<file path="src/rtl/alu_pkg.sv">
// Shared opcode constants, legal-opcode check and controller state encoding.
// Latency: none (definitions only).
// Backpressure: not applicable.
package alu_pkg;

   localparam logic [3:0] OP_AND  = 4'b0000;
   localparam logic [3:0] OP_OR   = 4'b0001;
   localparam logic [3:0] OP_ADD  = 4'b0010;
   localparam logic [3:0] OP_SUB  = 4'b0110;
   localparam logic [3:0] OP_SLT  = 4'b0111;
   localparam logic [3:0] OP_NOR  = 4'b1000;
   localparam logic [3:0] OP_NAND = 4'b1101;

   typedef enum logic [1:0] {
      ST_IDLE = 2'd0,
      ST_EXEC = 2'd1,
      ST_RESP = 2'd2
   } state_t;

   // ALU result bundle: value plus zero and signed-overflow flags
   typedef struct packed {
      logic [3:0] r;
      logic       z;
      logic       o;
   } alu_res_t;

   function automatic logic is_legal_op(input logic [3:0] op);
      case (op)
         OP_AND, OP_OR, OP_ADD, OP_SUB, OP_SLT, OP_NOR, OP_NAND: return 1'b1;
         default:                                                return 1'b0;
      endcase
   endfunction

endpackage

</file>
<file path="src/rtl/alu_arb_ctrl_alu.sv">
// 4-bit two's complement ALU: AND/OR/ADD/SUB/SLT/NOR/NAND with zero and overflow flags.
// Latency: purely combinational.
// Backpressure: none; caller registers the result.
module alu_arb_ctrl_alu (
   input  logic [3:0]        op,
   input  logic [3:0]        a,
   input  logic [3:0]        b,
   output alu_pkg::alu_res_t res
);
   import alu_pkg::*;

   logic [3:0] sum;
   logic [3:0] diff;
   logic [3:0] r;
   logic       o;

   // Opcode decode; ADD/SUB wrap and flag signed overflow, other ops never overflow
   always_comb begin
      sum  = a + b;
      diff = a - b;
      r    = 4'b0000;
      o    = 1'b0;
      case (op)
         OP_AND:  r = a & b;
         OP_OR:   r = a | b;
         OP_ADD: begin
            r = sum;
            o = (a[3] == b[3]) && (sum[3] != a[3]);
         end
         OP_SUB: begin
            r = diff;
            o = (a[3] != b[3]) && (diff[3] != a[3]);
         end
         OP_SLT:  r = {3'b000, ($signed(a) < $signed(b))};
         OP_NOR:  r = ~(a | b);
         OP_NAND: r = ~(a & b);
         default: r = 4'b0000;
      endcase
      res.r = r;
      res.z = (r == 4'b0000);
      res.o = o;
   end

endmodule

</file>
<file path="src/rtl/alu_arb_ctrl.sv">
// Two-requester arbiter in front of a shared 4-bit ALU with a held response register.
// Latency: grant edge N -> rsp_valid visible after edge N+1; grants at least 3 cycles apart.
// Backpressure: response held stable while rsp_ready=0; no new grant until it is taken.
module alu_arb_ctrl #(
   parameter int RR = 1
) (
   input  logic       clk,
   input  logic       rst_n,
   input  logic       req0_valid,
   output logic       req0_ready,
   input  logic [3:0] req0_op,
   input  logic [3:0] req0_a,
   input  logic [3:0] req0_b,
   input  logic       req1_valid,
   output logic       req1_ready,
   input  logic [3:0] req1_op,
   input  logic [3:0] req1_a,
   input  logic [3:0] req1_b,
   output logic       rsp_valid,
   input  logic       rsp_ready,
   output logic       rsp_id,
   output logic [3:0] rsp_r,
   output logic       rsp_z,
   output logic       rsp_o,
   output logic       rsp_err
);
   import alu_pkg::*;

   state_t     state_q, state_d;
   logic       last_q, last_d;
   logic [3:0] op_q, op_d;
   logic [3:0] a_q, a_d;
   logic [3:0] b_q, b_d;
   logic       id_q, id_d;
   logic       rsp_valid_q, rsp_valid_d;
   logic       rsp_id_q, rsp_id_d;
   logic [3:0] rsp_r_q, rsp_r_d;
   logic       rsp_z_q, rsp_z_d;
   logic       rsp_o_q, rsp_o_d;
   logic       rsp_err_q, rsp_err_d;

   logic       gnt_any;
   logic       gnt_id;
   logic       gnt_en;
   alu_res_t   alu_res;

   // ALU sees only the captured operands, never the live request ports
   alu_arb_ctrl_alu u_alu (
      .op  (op_q),
      .a   (a_q),
      .b   (b_q),
      .res (alu_res)
   );

   // Pick a requester; on contention RR favours whoever did not win last time
   always_comb begin
      gnt_any = req0_valid | req1_valid;
      if (req0_valid && req1_valid) begin
         gnt_id = (RR != 0) ? ~last_q : 1'b0;
      end else begin
         gnt_id = req1_valid;
      end
      // rst_n gate keeps ready low during reset even though state already reads IDLE
      gnt_en     = rst_n && (state_q == ST_IDLE) && gnt_any;
      req0_ready = gnt_en & ~gnt_id;
      req1_ready = gnt_en &  gnt_id;
   end

   // Next-state and next-register values for the IDLE/EXEC/RESP sequence
   always_comb begin
      state_d     = state_q;
      last_d      = last_q;
      op_d        = op_q;
      a_d         = a_q;
      b_d         = b_q;
      id_d        = id_q;
      rsp_valid_d = rsp_valid_q;
      rsp_id_d    = rsp_id_q;
      rsp_r_d     = rsp_r_q;
      rsp_z_d     = rsp_z_q;
      rsp_o_d     = rsp_o_q;
      rsp_err_d   = rsp_err_q;
      case (state_q)
         ST_IDLE: begin
            if (gnt_en) begin
               op_d    = gnt_id ? req1_op : req0_op;
               a_d     = gnt_id ? req1_a  : req0_a;
               b_d     = gnt_id ? req1_b  : req0_b;
               id_d    = gnt_id;
               last_d  = gnt_id;
               state_d = ST_EXEC;
            end
         end
         ST_EXEC: begin
            rsp_valid_d = 1'b1;
            rsp_id_d    = id_q;
            if (is_legal_op(op_q)) begin
               rsp_r_d   = alu_res.r;
               rsp_z_d   = alu_res.z;
               rsp_o_d   = alu_res.o;
               rsp_err_d = 1'b0;
            end else begin
               rsp_r_d   = 4'b0000;
               rsp_z_d   = 1'b0;
               rsp_o_d   = 1'b0;
               rsp_err_d = 1'b1;
            end
            state_d = ST_RESP;
         end
         ST_RESP: begin
            if (rsp_ready) begin
               rsp_valid_d = 1'b0;
               state_d     = ST_IDLE;
            end
         end
         default: begin
            rsp_valid_d = 1'b0;
            state_d     = ST_IDLE;
         end
      endcase
   end

   // State and datapath registers; reset aborts any in-flight operation
   always_ff @(posedge clk or negedge rst_n) begin
      if (!rst_n) begin
         state_q     <= ST_IDLE;
         last_q      <= 1'b1;
         op_q        <= 4'b0000;
         a_q         <= 4'b0000;
         b_q         <= 4'b0000;
         id_q        <= 1'b0;
         rsp_valid_q <= 1'b0;
         rsp_id_q    <= 1'b0;
         rsp_r_q     <= 4'b0000;
         rsp_z_q     <= 1'b0;
         rsp_o_q     <= 1'b0;
         rsp_err_q   <= 1'b0;
      end else begin
         state_q     <= state_d;
         last_q      <= last_d;
         op_q        <= op_d;
         a_q         <= a_d;
         b_q         <= b_d;
         id_q        <= id_d;
         rsp_valid_q <= rsp_valid_d;
         rsp_id_q    <= rsp_id_d;
         rsp_r_q     <= rsp_r_d;
         rsp_z_q     <= rsp_z_d;
         rsp_o_q     <= rsp_o_d;
         rsp_err_q   <= rsp_err_d;
      end
   end

   assign rsp_valid = rsp_valid_q;
   assign rsp_id    = rsp_id_q;
   assign rsp_r     = rsp_r_q;
   assign rsp_z     = rsp_z_q;
   assign rsp_o     = rsp_o_q;
   assign rsp_err   = rsp_err_q;

endmodule

</file>
<file path="config.mk">
export PLATFORM = sky130hd
export DESIGN_NAME = alu_arb_ctrl
export DESIGN_NICKNAME = d
export VERILOG_FILES = /design/src/rtl/alu_pkg.sv /design/src/rtl/alu_arb_ctrl_alu.sv /design/src/rtl/alu_arb_ctrl.sv
export SDC_FILE = /design/constraint.sdc
export NUM_CORES = 1
export LEC_CHECK = 0
export ABC_AREA = 1
export BUFFER_PORTS_ARGS = -buffer_cell sky130_fd_sc_hd__buf_2
export CAP_MARGIN = 20
export CORE_ASPECT_RATIO = 0.6
export CORE_UTILIZATION = 54
export DETAILED_ROUTE_END_ITERATION = 10
export HOLD_SLACK_MARGIN = 0.03
export PLACE_DENSITY = 0.9
export SYNTH_ARGS = -nofsm -noshare
export SYNTH_HDL_FRONTEND = slang
export SYNTH_SLANG_ARGS = --single-unit
</file>
<file path="constraint.sdc">
create_clock -name clk -period 1.8 [get_ports clk]
set_input_delay 0.18 -clock clk [delete_from_list [all_inputs] [get_ports clk]]
set_output_delay 0.18 -clock clk [all_outputs]
set_load 0.05 [all_outputs]
</file>
# Yosys cells after proc, flatten, opt, wreduce, memory -nomap -nowiden
# Index checks and enable logic that the tools add are counted.
# word_totals
in_bits	29
register_bits	25
# classes
eq_ne	14
n_bitwise	10
n_mux	17
n_lt_le_gt_ge	1
addsub	2
n_reduce_logical	12
# op_table
operator	n
4-bit one-hot mux with 7 select lines	1
4-bit two-way mux	4
4-bit by 3-bit == test with 1-bit output (second input constant)	2
4-bit == test (second input constant)	2
4-bit zero test	2
4-bit NOT	2
1-bit two-way mux	7
7-bit OR reduction	1
2-bit one-hot mux with 3 select lines	1
2-bit AND reduction	3
1-bit logical AND	5
4-bit adder	1
4-bit bitwise AND	1
4-bit by 1-bit == test with 1-bit output (second input constant)	1
4-bit by 2-bit == test with 1-bit output (second input constant)	1
4-bit less-than comparator	1
2-bit two-way mux	2
2-bit != test (second input constant)	2
4-bit OR	1
4-bit subtractor	1
1-bit != test	3
1-bit NOT	3
1-bit one-hot mux with 3 select lines	1
1-bit bitwise AND	2
other kinds (6)	6

# Longest topological paths before layout
# Gate-level depths: netlist of run 1.
# depth
ltp_word	5
depth_mapped	14
depth_no_buf	14

# Hierarchy
# A second synthesis of run 1 with hierarchy kept.
# unflattened
cells_unflattened	293
hier_area_um2	1944.4
# by_module_without_submodules
mod	instances	seq_area_each_um2	cells_per_inst	area_each_um2
alu_arb_ctrl	1	626.9	171	1242.4
alu_arb_ctrl_alu	1	0.0	122	701.9

# Least setup slack after synthesis of run 1
# No wires, ideal clock.
# synth_timing
path_type	register -> register
from	reg a_q[0]
to	reg rsp_z_q, in the netlist rsp_z
path_buffers	0
stages_incl_launch_ff	14
arrival_time_ps	1551
period_less_slack_ps	1617
path_slack_ps	183
path_cell_list	dfrtp_1 > inv_1 > ha_1 > inv_1 > fa_1 > nand2_1 > nand2_1 > nand2_1 > nand3_1 > nor2_1 > nand2_1 > nor2_1 > nand2_1 > nand2_1
# synth_between
elab_chain_len	5
elab_cells_between_ends	10
classes_between	add/sub (2); order compare (1); mux (2); bitwise (4); reduce/logical (1)
# synth_lines
element	line	source
start, declared	alu_arb_ctrl.sv:32	logic [3:0] a_q, a_d;
start signal, assigned	alu_arb_ctrl.sv:129	a_q <= 4'b0000;
start signal, assigned	alu_arb_ctrl.sv:142	a_q <= a_d;
parallel branches: the longest is 2 deep, another holds 4-bit subtractor	-	
4-bit one-hot mux with 7 select lines *	alu_arb_ctrl_alu.sv:23	case (op)
4-bit zero test *	alu_arb_ctrl_alu.sv:40	res.z = (r == 4'b0000);
1-bit two-way mux *	alu_arb_ctrl.sv:97	if (is_legal_op(op_q)) begin
end signal, assigned	alu_arb_ctrl.sv:148	rsp_z_q <= rsp_z_d;
end, declared	alu_arb_ctrl.sv:38	logic rsp_z_q, rsp_z_d;
# Every way passes the cells marked *.
# A chain may end at the register's enable or synchronous reset.

# Worst setup path in the final report of run 1
# layout_timing
from	reg state_q[1]
to	out req1_ready
# layout_between
elab_chain_len	4
# layout_lines
element	line	source
start, declared	alu_arb_ctrl.sv:29	state_t state_q, state_d;
start signal, assigned	alu_arb_ctrl.sv:139	state_q <= state_d;
2-bit zero test	alu_arb_ctrl.sv:64	gnt_en = rst_n && (state_q == ST_IDLE) && gnt_any;
1-bit logical AND (2 in a row)	alu_arb_ctrl.sv:64	
1-bit bitwise AND	alu_arb_ctrl.sv:66	req1_ready = gnt_en & gnt_id;
end, declared	alu_arb_ctrl.sv:15	output logic req1_ready,
# Every way passes these cells.

==> flow_summary.json, run 1 <==
{
  "outcome": "complete, no violations",
  "synth.area.mux_share": 0.005731,
  "worst_pin_slew_ps": 415.7,
  "dieArea_um2": 3474,
  "period_share": 0.9569,
  "leakage_nw": 1.119,
  "layout-drive-gt1-share": 0.2648,
  "reg2reg_setup_slack_ps": 90,
  "grt_busiest_layer": "met2",
  "clock-sinks": 25,
  "cts_root_buf": "clkbuf_8",
  "syn_to_final_growth_pct": 22.71,
  "r2r_end": "rsp_z",
  "seq_area_frac_synth": 0.3589,
  "syn_nets": 279,
  "start_util": 0.5890,
  "cts_buffers": 3,
  "synth_xor_area_frac": 0.005014,
  "synth_top_family_by_area": "simple AND/OR/NAND/NOR gates",
  "powerDensity_nw_per_um2": 1730,
  "finalNetCount": 331,
  "viasPerCell": 5.371,
  "grt_use_met1": 0.4187,
  "drtIter0Drc": 182,
  "drcViolationCount": 0,
  "whs_endpoint": "b_q[1]",
  "crit_path_max_incr_delay_ps": 440,
  "fp-row-count": 15,
  "dpl_cell_area_um2": 2026,
  "cts_tree": "built",
  "clk_path_buf_depth": 2,
  "grt_use_met2": 0.4536,
  "final_cells": 329,
  "worstSetupPathType": "reg2out",
  "hold_path_class": "in2reg",
  "antenna_found_initial": 0,
  "pin_count": 40,
  "critPathSlowestCell": "dfrtp_1",
  "wl_per_cell_um": 13.98,
  "synth.distinct_cells": 23,
  "crit_chain": "nor4_4 -> inv_2 -> nor2_4 -> buf_6",
  "die_y_um": 46.06,
  "holdPathStages": 3,
  "setup_violations": 0,
  "fmax_mhz": 580.6,
  "hold_viol": 0,
  "ys.warnings.count": 0,
  "final_max_slew_viol_count": 0,
  "synth_simple_gate_area_frac": 0.3410,
  "final_area_um2": 2143,
  "grt_max_degree": 26,
  "skew_ps": 8.066,
  "diodes": 0,
  "grt_pass1_vias": 1529,
  "synth_fa_ha_area_frac": 0.1089,
  "finalSetupTns_ps": 0,
  "syn_inst": 236,
  "cap_violations": 0,
  "dp_cells": 321,
  "ctsHtreeMaxLevel": 1,
  "num_vias": 1767,
  "period_minus_slack_ps": 1722,
  "grt_usage": 0.2924,
  "crit_path_end_kind": "primary output",
  "grt_overflow": 0,
  "avgSynthCellArea_um2": 7.401,
  "grt_setup_unrepaired": "true",
  "rr_worst_depth": 13,
  "ant_nets": 0,
  "critPathRequiredTime_ps": 1620,
  "max-slew-margin-rel": 0.7218,
  "place_congestion": 0.9975,
  "start_kind": "register",
  "r2r-start": "a_q[0]",
  "io_buffers": 39,
  "clk_latency_ps": 270,
  "grt_pass1_wl_um": 7162,
  "crit_fanout": 6,
  "synth_area_um2": 1747,
  "clk_pin_slew_ps": 90,
  "grt_util_met3": 0.08096,
  "holdCritStartpoint": "req1_b[1]",
  "dp_hpwl_um": 3458,
  "synth_seq_cells": 25,
  "firstDrtPassIters": 5,
  "core_um2": 2965,
  "wl_um": 4598,
  "arrival_ps": 1540,
  "die_w_um": 75.43,
  "synth-compound-area-share": 0.08883,
  "peakVddDrop_v": 0.0008762
}
layer usage:
layer	part of all wire	routed length [µm]
met4	0.0091	42
met1	0.46	2119
met3	0.084	386
met5	0	0
met2	0.45	2050
layout make-up:
class,count,area [µm²]
Multi-Input combinational cell,173,992.2
Fill cell,244,822.0
Sequential cell,25,628.1
Timing Repair Buffer,52,301.5
Inverter,33,123.9
Tap cell,42,52.55
Clock buffer,4,45.04
metrics by stage:
stage	power, mW	worst slack [ps]	hold slack, ps	utilization
CTS	3.490	7.029	121.3	0.7025
finish	3.707	77.50	114.3	0.7228
detailed placement	3.135	26.36	205.2	0.6831
global placement	3.033	80.86	201.4	0.6831
global route	4.003	-29.50	136.5	0.7228
floorplan	2.540	182.7	-115.6	-
cell usage after synthesis:
library cell	n	area, µm²
nand3_1	18	90.09
inv_1	31	116.4
clkbuf_1	1	3.750
mux2i_1	1	10.01
a21oi_1	3	15.01
and3_1	1	6.260
xor2_1	1	8.760
ha_1	12	150.1
fa_1	2	40.04
nor2_4	4	45.04
nand3b_1	3	22.52
dfstp_2	1	26.28
o211ai_1	11	82.58
dfrtp_1	24	600.6
o211ai_2	1	12.51
o21ai_0	9	45.04
nor4_4	1	21.27
buf_2	2	10.01
nand4_1	5	31.28
nand2_1	82	307.8
buf_6	2	22.52
inv_2	2	7.510
nor2_1	19	71.32
how the worst max path moves through the flow:
| stage | depth (start not counted) | endpoint | from | slack (ps) |
|---|---|---|---|---|
| after global routing | 13 | rsp_z | a_q[0] | -30 |
| after CTS | 13 | rsp_z | a_q[0] | 7 |
| final | 4 | req1_ready | state_q[1] | 80 |
| after global placement | 14 | rsp_z | a_q[0] | 80 |
| after floorplan | 13 | rsp_z | a_q[0] | 180 |
| after detailed placement | 13 | rsp_z | a_q[0] | 30 |
cell families after synthesis:
group	after synthesis
mux	1
xor+xnor	1
buf+inv	38
fa+ha+maj	14
compound gates	24
simple gates	133
flops	25
power breakdown:
part,switching [mW],leakage (nW),total [mW],internal [mW]
clock network,0.183,0.0228,0.342,0.159
registers,0.229,0.311,1.03,0.797
logic,1.51,0.785,2.34,0.827
sequential cells by signal, indices dropped and copies added, names as in the netlist:
name       flops
a_q            4
b_q            4
id_q           1
last_q         1
op_q           4
rsp_err        1
rsp_id         1
rsp_o          1
rsp_r          4
rsp_valid      1
rsp_z          1
state_q        2
cells in the final DEF (no fill, tap or decap), drive strengths merged:
| cell type | count |
|---|---|
| xor2 | 1 |
| nor2 | 23 |
| buf | 51 |
| o21ai | 9 |
| dfrtp | 24 |
| mux2i | 1 |
| and3 | 1 |
| nor4 | 1 |
| dlygate4sd3 | 1 |
| ha | 12 |
| a21oi | 3 |
| nand2 | 82 |
| nand3b | 3 |
| inv | 33 |
| o211ai | 12 |
| nand4 | 5 |
| clkbuf | 4 |
| fa | 2 |
| nand3 | 18 |
| dfstp | 1 |
worst max-delay path, delay by kind of cell, from the launching register on:
family | cells | cell delay [ps]
buffers and inverters | 2 | 310
DFF | 1 | 440
and+or+nand+nor | 2 | 510
what timing repair did:
action	CTS	global route
gates resized for setup	1	16
pin swaps	0	1
endpoints found under the setup margin	1	6
setup buffers	0	3
hold buffers	1	0
endpoints found under the hold margin	24	0
No activity file was read; power rests on OpenSTA's default activity.
==> inputs of run 2 (changes only) <==
MAX_ROUTING_LAYER = met4   (was not set)
==> flow_summary.json, run 2 (synthesis gave the netlist of run 1 again) <==
{
  "outcome": "complete, no violations",
  "powerDensity_nw_per_um2": 1692,
  "clk_path_buf_depth": 2,
  "io_buffers": 39,
  "worst_pin_slew_ps": 381.1,
  "place_congestion": 1.005,
  "clk_latency_ps": 270,
  "dp_hpwl_um": 3293,
  "core_um2": 2965,
  "ctsHtreeMaxLevel": 1,
  "die_y_um": 46.06,
  "peakVddDrop_v": 0.0008834,
  "grt_max_degree": 26,
  "crit_path_end_kind": "register",
  "combPwrFrac": 0.632,
  "finalSetupTns_ps": 0,
  "wl_per_cell_um": 12.89,
  "start_util": 0.5890,
  "hold_path_class": "in2reg",
  "seq_power_share": 0.276,
  "p_clk_frac": 0.092,
  "finalNetCount": 334,
  "fp-row-count": 15,
  "period_minus_slack_ps": 1749,
  "hold_viol": 0,
  "start_kind": "register",
  "cts_tree": "built",
  "final_max_slew_viol_count": 0,
  "grt_usage": 0.2834,
  "setup_violations": 0,
  "clk_pin_slew_ps": 90,
  "p_sw_frac": 0.5110,
  "dieArea_um2": 3474,
  "wl_um": 4280,
  "firstDrtPassIters": 6,
  "arrival_ps": 1970,
  "syn_to_final_growth_pct": 23.93,
  "final_cell_mix": "82 x nand2_1, 37 x buf_2, 28 x inv_1",
  "cts_root_buf": "clkbuf_8",
  "worstSetupPathType": "reg2reg",
  "fmax_mhz": 571.8,
  "crit_fanout": 6,
  "grt_overflow": 0,
  "drcViolationCount": 0,
  "pin_count": 40,
  "p_int_mw": 1.791,
  "cap_violations": 0,
  "layout-drive-gt1-share": 0.2759,
  "diodes": 0,
  "dp_cells": 323,
  "skew_ps": 2.011,
  "layout_commonest_cell": "nand2_1",
  "leakage_nw": 1.141,
  "grt_pass1_vias": 1469,
  "power_switching_mw": 1.872,
  "grt_pass1_wl_um": 6775,
  "max-slew-margin-rel": 0.7450,
  "ant_nets": 0,
  "cts_buffers": 3,
  "period_share": 0.9716,
  "antenna_found_initial": 0,
  "final_cells": 332,
  "critPathRequiredTime_ps": 2020,
  "final_util": 0.7300,
  "grt_setup_unrepaired": "true",
  "drtIter0Drc": 155,
  "num_vias": 1690,
  "die_w_um": 75.43,
  "viasPerCell": 5.090,
  "clock-sinks": 25
}
-- run 2: final cells by class --
class | count | area (µm²)
clock buffer | 3 | 41.29
clock inverter | 1 | 5.005
fill | 245 | 800.8
inverter | 33 | 123.9
multi-input combinational | 173 | 987.2
sequential | 25 | 628.1
tap | 42 | 52.55
timing repair buffer | 55 | 326.6
-- run 2: final timing paths --
kind / startpoint / endpoint / slack (ps) / cells past startpoint
max: b_q[2] / rsp_z / 50 / 13
min: req1_b[1] / b_q[1] / 120 / 3
max reg2reg: b_q[2] / rsp_z / 50 / 13
min reg2reg: rsp_r[3] / rsp_r[3] / 480 / 2
max in group asynchronous: rst_n / last_q / 1050 / 3
min in group asynchronous: rst_n / b_q[1] / 450 / 3
-- run 2: metrics by stage --
step	power (mW)	hold slack [ps]	area [µm²]	setup WS, ps
3_3_place_gp	3.113	201.1	2041	62.23
2_1_floorplan	2.540	-115.6	1747	182.7
5_1_grt	3.981	126.9	2165	-34.74
4_1_cts	3.499	118.7	2100	25.05
6_report	3.663	123.4	2165	51.20
3_5_place_dp	3.138	212.8	2041	50.53
-- run 2: worst max-delay path, cell delays in order, from the launching register on --
cell	delay [ps]
dfrtp_1	390
inv_1	100
ha_2	330
inv_1	140
nand2_1	70
nand2_1	60
nand2_1	50
nand2_1	70
nand2_1	50
nor2_1	180
nand2_1	80
nor2_1	90
nand2_1	50
nand2_1	50
-- run 2: timing repair --
item / CTS / global route
resized for setup: 1 / 15
hold buffers: 1 / 0
setup buffers: 0 / 4
pin swaps: 0 / 3
endpoints found under the setup margin: 1 / 7
endpoints found under the hold margin: 24 / 0
-- run 2: layer usage --
metal / GRT usage / wire length, µm
met1: 0.4107 / 2038
met5: - / 0
met4: 0.06296 / 49
met3: 0.06127 / 434
met2: 0.4054 / 1757
-- run 2: power by group through the flow --
stage          Sequential (mW)  Clock [mW]  Combinational, mW
5_1_grt                   1.04       0.372               2.56
6_report                  1.01       0.337               2.32
3_3_place_gp              1.00           0               2.11
2_1_floorplan             1.25           0               1.29
3_5_place_dp              1.01           0               2.12
4_1_cts                   1.00       0.348               2.15
